File: src/rtl/data_mem_arbiter_pkg.sv
// Shared types and default widths for the data memory arbiter and its sub-blocks.
package mem_ctrl_pkg;

  localparam int DATA_WIDTH_DEF    = 32;
  localparam int ADDRESS_WIDTH_DEF = 30;
  localparam int CNT_WIDTH_DEF     = 16;

  typedef enum logic [1:0] {LOAD, RUN, DONE} run_state_t;
  typedef enum logic {PORT_C, PORT_H} port_t;

endpackage

File: src/rtl/data_mem_arbiter_rr_arbiter2.sv
// Two-requester round-robin arbiter; bit 0 is the core port, bit 1 the host port.
module rr_arbiter2
  import mem_ctrl_pkg::*;
(
  input  logic       clk,
  input  logic       rstN,
  input  logic [1:0] req,
  input  logic [1:0] elig,
  output logic [1:0] gnt,
  output port_t      last_gnt
);

  port_t      last_q, last_d;
  logic [1:0] cand;

  always_comb begin
    cand   = req & elig;
    gnt    = 2'b00;
    last_d = last_q;
    // On a tie the port that did not win last time gets the grant.
    if (cand == 2'b11) begin
      gnt = (last_q == PORT_H) ? 2'b01 : 2'b10;
    end else begin
      gnt = cand;
    end
    if (gnt[0]) begin
      last_d = PORT_C;
    end else if (gnt[1]) begin
      last_d = PORT_H;
    end
  end

  always_ff @(posedge clk) begin
    if (!rstN) begin
      last_q <= PORT_H;
    end else begin
      last_q <= last_d;
    end
  end

  assign last_gnt = last_q;

endmodule

File: src/rtl/data_mem_arbiter.sv
// Run-phase sequencer plus two-port arbiter sharing one single-port data memory
// between the core load/store stage (C) and the host debug port (H).
module data_mem_arbiter
  import mem_ctrl_pkg::*;
#(
  parameter int DATA_WIDTH    = DATA_WIDTH_DEF,
  parameter int ADDRESS_WIDTH = ADDRESS_WIDTH_DEF,
  parameter int CNT_WIDTH     = CNT_WIDTH_DEF
) (
  input  logic                     clk,
  input  logic                     rstN,
  input  logic                     c_req,
  input  logic                     c_we,
  input  logic [ADDRESS_WIDTH-1:0] c_addr,
  input  logic [DATA_WIDTH-1:0]    c_wdata,
  output logic                     c_gnt,
  output logic                     c_rvalid,
  input  logic                     h_req,
  input  logic                     h_we,
  input  logic [ADDRESS_WIDTH-1:0] h_addr,
  input  logic [DATA_WIDTH-1:0]    h_wdata,
  output logic                     h_gnt,
  output logic                     h_rvalid,
  output logic [DATA_WIDTH-1:0]    rdata,
  input  logic                     h_start,
  input  logic                     c_halt,
  input  logic                     h_restart,
  output logic                     core_run,
  output logic [CNT_WIDTH-1:0]     wait_cnt,
  output logic                     mem_read_En,
  output logic                     mem_write_En,
  output logic [ADDRESS_WIDTH-1:0] mem_address,
  output logic [DATA_WIDTH-1:0]    mem_data_in,
  input  logic [DATA_WIDTH-1:0]    mem_data_out,
  output logic                     mem_process_done,
  output run_state_t               dbg_state,
  output port_t                    dbg_last_gnt
);

  // Handshake: a port's request is accepted in any cycle where x_req && x_gnt;
  // x_gnt is combinational, and read data returns on x_rvalid exactly one cycle later.

  run_state_t           state_q, state_d;
  logic                 c_rvalid_q, c_rvalid_d;
  logic                 h_rvalid_q, h_rvalid_d;
  logic                 done_q, done_d;
  logic [CNT_WIDTH-1:0] wait_cnt_q, wait_cnt_d;
  logic [1:0]           elig, gnt;

  // Eligibility is forced off in reset so no memory enable can leak out.
  assign elig = rstN ? {1'b1, state_q == RUN} : 2'b00;

  rr_arbiter2 u_arb (
    .clk      (clk),
    .rstN     (rstN),
    .req      ({h_req, c_req}),
    .elig     (elig),
    .gnt      (gnt),
    .last_gnt (dbg_last_gnt)
  );

  assign c_gnt = gnt[0];
  assign h_gnt = gnt[1];

  always_comb begin
    state_d    = state_q;
    done_d     = 1'b0;
    wait_cnt_d = wait_cnt_q;
    case (state_q)
      LOAD: if (h_start) state_d = RUN;
      RUN: begin
        if (c_halt) begin
          state_d = DONE;
          done_d  = 1'b1;
        end
        if (c_req && !c_gnt && (wait_cnt_q != {CNT_WIDTH{1'b1}})) begin
          wait_cnt_d = wait_cnt_q + CNT_WIDTH'(1);
        end
      end
      DONE: if (h_restart) begin
        state_d    = LOAD;
        wait_cnt_d = '0;
      end
      default: state_d = LOAD;
    endcase
    c_rvalid_d = c_gnt && !c_we;
    h_rvalid_d = h_gnt && !h_we;
  end

  always_comb begin
    mem_read_En  = 1'b0;
    mem_write_En = 1'b0;
    mem_address  = '0;
    mem_data_in  = '0;
    if (c_gnt) begin
      mem_write_En = c_we;
      mem_read_En  = !c_we;
      mem_address  = c_addr;
      mem_data_in  = c_wdata;
    end else if (h_gnt) begin
      mem_write_En = h_we;
      mem_read_En  = !h_we;
      mem_address  = h_addr;
      mem_data_in  = h_wdata;
    end
  end

  always_ff @(posedge clk) begin
    if (!rstN) begin
      state_q    <= LOAD;
      c_rvalid_q <= 1'b0;
      h_rvalid_q <= 1'b0;
      done_q     <= 1'b0;
      wait_cnt_q <= '0;
    end else begin
      state_q    <= state_d;
      c_rvalid_q <= c_rvalid_d;
      h_rvalid_q <= h_rvalid_d;
      done_q     <= done_d;
      wait_cnt_q <= wait_cnt_d;
    end
  end

  assign c_rvalid         = c_rvalid_q;
  assign h_rvalid         = h_rvalid_q;
  assign rdata            = mem_data_out;
  assign mem_process_done = done_q;
  assign wait_cnt         = wait_cnt_q;
  assign core_run         = (state_q == RUN);
  assign dbg_state        = state_q;

endmodule
File: config.mk
export PLATFORM = sky130hd
export DESIGN_NAME = data_mem_arbiter
export DESIGN_NICKNAME = d
export VERILOG_FILES = /design/src/rtl/data_mem_arbiter_pkg.sv /design/src/rtl/data_mem_arbiter_rr_arbiter2.sv /design/src/rtl/data_mem_arbiter.sv
export SDC_FILE = /design/constraint.sdc
export NUM_CORES = 1
export LEC_CHECK = 0
export ABC_AREA = 1
export CAP_MARGIN = 20
export CORE_ASPECT_RATIO = 0.5
export CORE_MARGIN = 4
export CORE_UTILIZATION = 30
export CTS_CLUSTER_SIZE = 28
export DETAILED_ROUTE_END_ITERATION = 12
export PLACE_DENSITY = 0.88
export SYNTH_ARGS = -nofsm -noshare
export SYNTH_HDL_FRONTEND = slang
export SYNTH_HIERARCHICAL = 1
export SYNTH_SLANG_ARGS = --single-unit
File: constraint.sdc
create_clock -name clk -period 5.45 [get_ports clk]
set_input_delay 1.09 -clock clk [delete_from_list [all_inputs] [get_ports clk]]
set_output_delay 1.09 -clock clk [all_outputs]
set_load 0.01 [all_outputs]
==> results.md <==
* Arrival time worst endpoint at 3.81 ns
* Total power at 652 uW
* Setup tns final at 0 ns
* Drt drc at 0
* Crit. End Element: output port
* Clock Sinks at 22
* Nets at 799
* Row cnt at 23
* Post-CTS Hold Fix Bufs at 0
* Fin. Hold Viols at 0
* P_leak at 1.95 nW
* # diodes at 0
* Vias per cell at 4.68
* Count of cell types in the netlist at 26
* FF-to-FF path depth at 16
* DR pass1 iterations at 5
* WHS at 0.530 ns
* Worst Hold Path Cells at 2
* Drt total wl at 11,800 um
* RSZ-0062 raised after global routing: false
* FF+latch count, synth at 22
* Clk_skew at 0.00183 ns
* DP Wirelength at 9640 um
* Placer Congestion at 0.906
* Top cells by area, synth: nand2_1 27%, nand3_1 19%, dfxtp_1 18%, buf_4 9.7%, nor2_1 5.8%
* Vias in the first global route at 3,168
* Reg-to-reg endpoint: wait_cnt[15]$_SDFFE_PN0P_
* Min-delay src: wait_cnt[6]$_SDFFE_PN0P_
* Relative slew slack at 41.5%
* Initial antenna violation count at 1
* Syn_nets at 629
* Die height at 72.3 um
* Dominant cell type by area after synthesis: nand2_1
* Clock Latency Late Sink at 0.25 ns
* Synth Warn # at 6
* Clk pin slew, worst setup/hold paths at 0.06 ns
* DR iter-0 viols at 217
* Die extent in x at 137 um
* CORE AREA at 8030 um^2
* Vias at 3,482
* R2R Path Start: dbg_state[0]$_SDFFE_PN0P_
* GRT Total Usage at 22.1%
* Pre-CTS setup slack at 0.573 ns
* Mean Syn Cell Area at 5.35 um^2
* Ys flop type: dfxtp_1
* Cell Pwr Density at 141 nW/um^2
* H-tree Lvls at 1
* Final Setup Violations at 0
* Initial core utilization at 30.9%
* Max Cap Viol at 0
* Fin crit share at 89.9%
* Fmax at 204 MHz
* Bufs on Longest Clock Path at 2
* CTS tree: built
* Worst-Margin Slew at 0.877 ns
* Post-CTS sizing at 0
* Die Area at 9860 um^2
* WP data required at 4.36 ns
* Sequential-to-total area share from yosys stat at 17.8%
* Setup ws final at 0.551 ns
* CTS Buf Count at 3
* Status: finished, final reports clean
* Final slew viol count at 0
* Asr flop ratio synth at 0%
* Crit path kind: input port to output port
* Port Buffer Count at 221
* Area share of the largest cell type after synthesis at 27.0%
* Cells after synthesis at 463
* Fillers at 717
* ANT nets after route at 0
* Global-route wire length before repair at 17,200 um
* Synth top cells by count: 178 x nand2_1, 93 x nand3_1, 38 x nor2_1
* Clock Root Buffer: clkbuf_16
* R2R setup slack at 2.64 ns
* Post-CTS Setup Inserts at 0
* Crit path max fanout at 48
* Min cycle time layout at 4.90 ns
* Post-synth EDFFs at 0
* Min-Delay Path Class: register to register
* CP startpoint kind: input port
* Detailed-route wire length per cell at 15.9 um
* Global route total overflow at 0
* Placed cells at 740
* Maximum vdd drop at 0.103 mV
* Share of layout cells above drive strength 1 at 3.48%
* Synth-to-Final Area Change at 86.5%
* Post-synthesis cell area at 2480 um^2
* Ports at 286
* Largest net degree at the start of global routing at 66
* Worst hold endpoint: wait_cnt[6]$_SDFFE_PN0P_
* Non-Filler Instances at 744
* Most frequent cell after synthesis: nand2_1
[worst max path at each step]
stage,depth (start not counted),start,endpoint
2_1_floorplan,9,rstN,mem_data_in[0]
3_3_place_gp,10,rstN,mem_data_in[11]
3_5_place_dp,10,rstN,mem_data_in[11]
4_1_cts,10,rstN,mem_data_in[11]
5_1_grt,10,rstN,mem_data_in[11]
6_report,10,rstN,mem_data_in[11]
[layer usage]
metal	vias to the layer above	global-route usage, %	wire length (um)
met1	1521	25.1	4380
met2	155	39.3	5950
met5	-	0	16
li1	1781	-	-
met4	2	8.16	432
met3	23	6.79	1040
[layout make-up]
class	instances	area, um^2	share of cell area, %
clock buffers	3	75.1	1.63
clock inverters	1	30.0	0.650
inverters	28	105	2.28
multi-input cells	353	1570	34.1
flip-flops and latches	22	440	9.53
well taps	112	140	3.03
repair buffers	225	2250	48.8
[power by group]
part	switching [mW]	internal [mW]	leakage, nW
Combinational	0.107	0.165	1.72
Clock	0.0589	0.146	0.0511
Sequential	0.00851	0.167	0.179
Total	0.174	0.478	1.95
[cells in the final DEF, fill, tap and decap left out, types with 3 or more instances in the layout]
cell,netlist,layout
nor3_1,4,4
nand4_1,5,5
nand2_2,3,3
nor2_1,38,37
nor2_4,3,4
nand2_1,178,178
clkbuf_16,0,3
clkdlybuf4s50_1,0,221
o21ai_0,5,5
nand3_1,93,93
a21oi_1,15,15
buf_4,32,3
inv_1,26,24
dfxtp_1,22,22
inv_2,2,4
[sequential cells by signal, summed over array words and instances, names as in the netlist]
| name | count |
|---|---|
| c_rvalid | 1 |
| dbg_state | 2 |
| wait_cnt | 16 |
| mem_process_done | 1 |
| h_rvalid | 1 |
| u_arb/last_gnt | 1 |
[metrics by stage]
| stage | cell area [um^2] | utilization [%] |
|---|---|---|
| floorplan | 2480 | - |
| global placement | 4510 | 56.2 |
| detailed placement | 4510 | 56.2 |
| CTS | 4620 | 57.5 |
| global route | 4620 | 57.5 |
| finish | 4620 | 57.5 |
[critical path, cell delays in order]
cell and delay (ns):
clkdlybuf4s50_1 0.42, inv_1 0.33, nor2_1 0.15, nand2_1 0.16, nor2_4 0.06, inv_2 0.24
buf_4 0.48, nand3_1 0.14, nand2_1 0.17, clkdlybuf4s50_1 0.56
[cell families after synthesis]
family          count (synthesis)  synth area share [%]
buf+inv                        88                  19.0
fa+ha+maj                       1                 0.505
compound gates                 23                  5.00
flops                          22                  17.8
xor+xnor                        2                 0.707
simple gates                  327                  57.0
No activity file was read; power rests on OpenSTA's default activity.
==> RTL change: new RTL, same flow settings <==
Make the reset (`rstN`) asynchronous in 2 clocked blocks.
--- a/src/rtl/data_mem_arbiter_rr_arbiter2.sv
+++ b/src/rtl/data_mem_arbiter_rr_arbiter2.sv
@@ -31,5 +31,5 @@
   end
 
-  always_ff @(posedge clk) begin
+  always_ff @(posedge clk or negedge rstN) begin
     if (!rstN) begin
       last_q <= PORT_H;
--- a/src/rtl/data_mem_arbiter.sv
+++ b/src/rtl/data_mem_arbiter.sv
@@ -106,5 +106,5 @@
   end
 
-  always_ff @(posedge clk) begin
+  always_ff @(posedge clk or negedge rstN) begin
     if (!rstN) begin
       state_q    <= LOAD;
Formal check against the unedited RTL: differs if rstN is asserted again (counterexample within 4 cycles, from zero or initial values and one cycle with rstN low); with rstN held inactive, the same outputs for 10 cycles.
==> RTL change against the original RTL <==
Critical endpoint is now mem_address[10]; largest cell class unchanged; worst setup slack gained 0.46 ns; critical path depth down 1; area after synthesis is 2.2% higher; synthesized cell count down 5.8%; non-clock buffer count grew 2; die area is 2.0% higher; hold slack got worse by 0.050 ns; design area grew 1.5%; routed wire length down 5.9%; global-route usage fell by 1.3 points; sequential cell count unchanged; via count down 3.9%.
Power is not compared: it rests on default switching activity, and its combinational part moved more than twofold at a synthesized area within 25%.
==> RTL change: results (changes against the original RTL) <==
metric,value,unit,change
avgSynthCellArea,5.81,µm²,was 5.35 µm²
grt_pass1_vias,3211,,was 3168
met2_usage,36.0,%,was 39.3%
grt_util_met3,7.64,%,was 6.79%
grt_pass1_wl,16.7,mm,was 17.2 mm
worstReg2RegEnd,wait_cnt[6],,was wait_cnt[15]
synth_compound_area_share,3.16,%,was 5.00%
cp.arrival,3.35,ns,was 3.81 ns
layout-drive-gt1-share,8.33,%,was 3.48%
whs_path_depth,1,,was 2
ys_top_cells_by_count,"nand2_1, nand3_1, buf_4, nor2_1",,"was nand2_1, nand3_1, nor2_1"
dp.cells,720,,was 740
r2r_slack,3.20,ns,was 2.64 ns
status,completed,,unchanged
grtUsageTotal,20.7,%,was 22.1%
synth_ff_type,dfrtp_1,,was dfxtp_1
grt_antenna_before_repair,0,,was 1
reg2reg_depth,9,,was 16
async_reset_ff_share,100,%,was 0%
nFillCells,738,,was 717
regToRegStartpoint,dbg_state[0],,unchanged
synth.net_count,602,,was 629
ys_top_cells_by_area,"nand2_1, dfrtp_1, nand3_1",,"was nand2_1, nand3_1, dfxtp_1"
hold_path.startpoint,dbg_state[1],,was wait_cnt[6]
synthAdderAreaFrac,0.494,%,was 0.505%
ys_seq_area_share,21.8,%,was 17.8%
-- RTL change: worst max path at each step --
stage | start | to | cells past startpoint
floorplan | rstN | mem_address[0] | 10
global placement | rstN | mem_address[16] | 9
detailed placement | rstN | mem_address[10] | 9
CTS | rstN | mem_address[10] | 9
global route | rstN | mem_address[11] | 9
finish | rstN | mem_address[10] | 9
-- RTL change: metrics by stage --
step	total power (W)	hold slack, ns	setup WS (ns)	cell area [µm²]
global route	0.00112	0.527	0.805	4690
CTS	0.00105	0.482	1.01	4690
floorplan	0.000562	0.490	1.94	2530
finish	0.00105	0.480	1.01	4690
detailed placement	0.000881	0.469	1.00	4600
global placement	0.000871	0.477	1.05	4600
-- RTL change: cell type report --
cell class              count  area, µm²  share of cell area, %
flip-flops and latches     22        552                   11.8
inverters                  18       68.8                   1.47
repair buffers            227       2270                   48.4
clock buffers               4       88.8                   1.89
well taps                 112        140                   2.99
multi-input cells         341       1570                   33.5
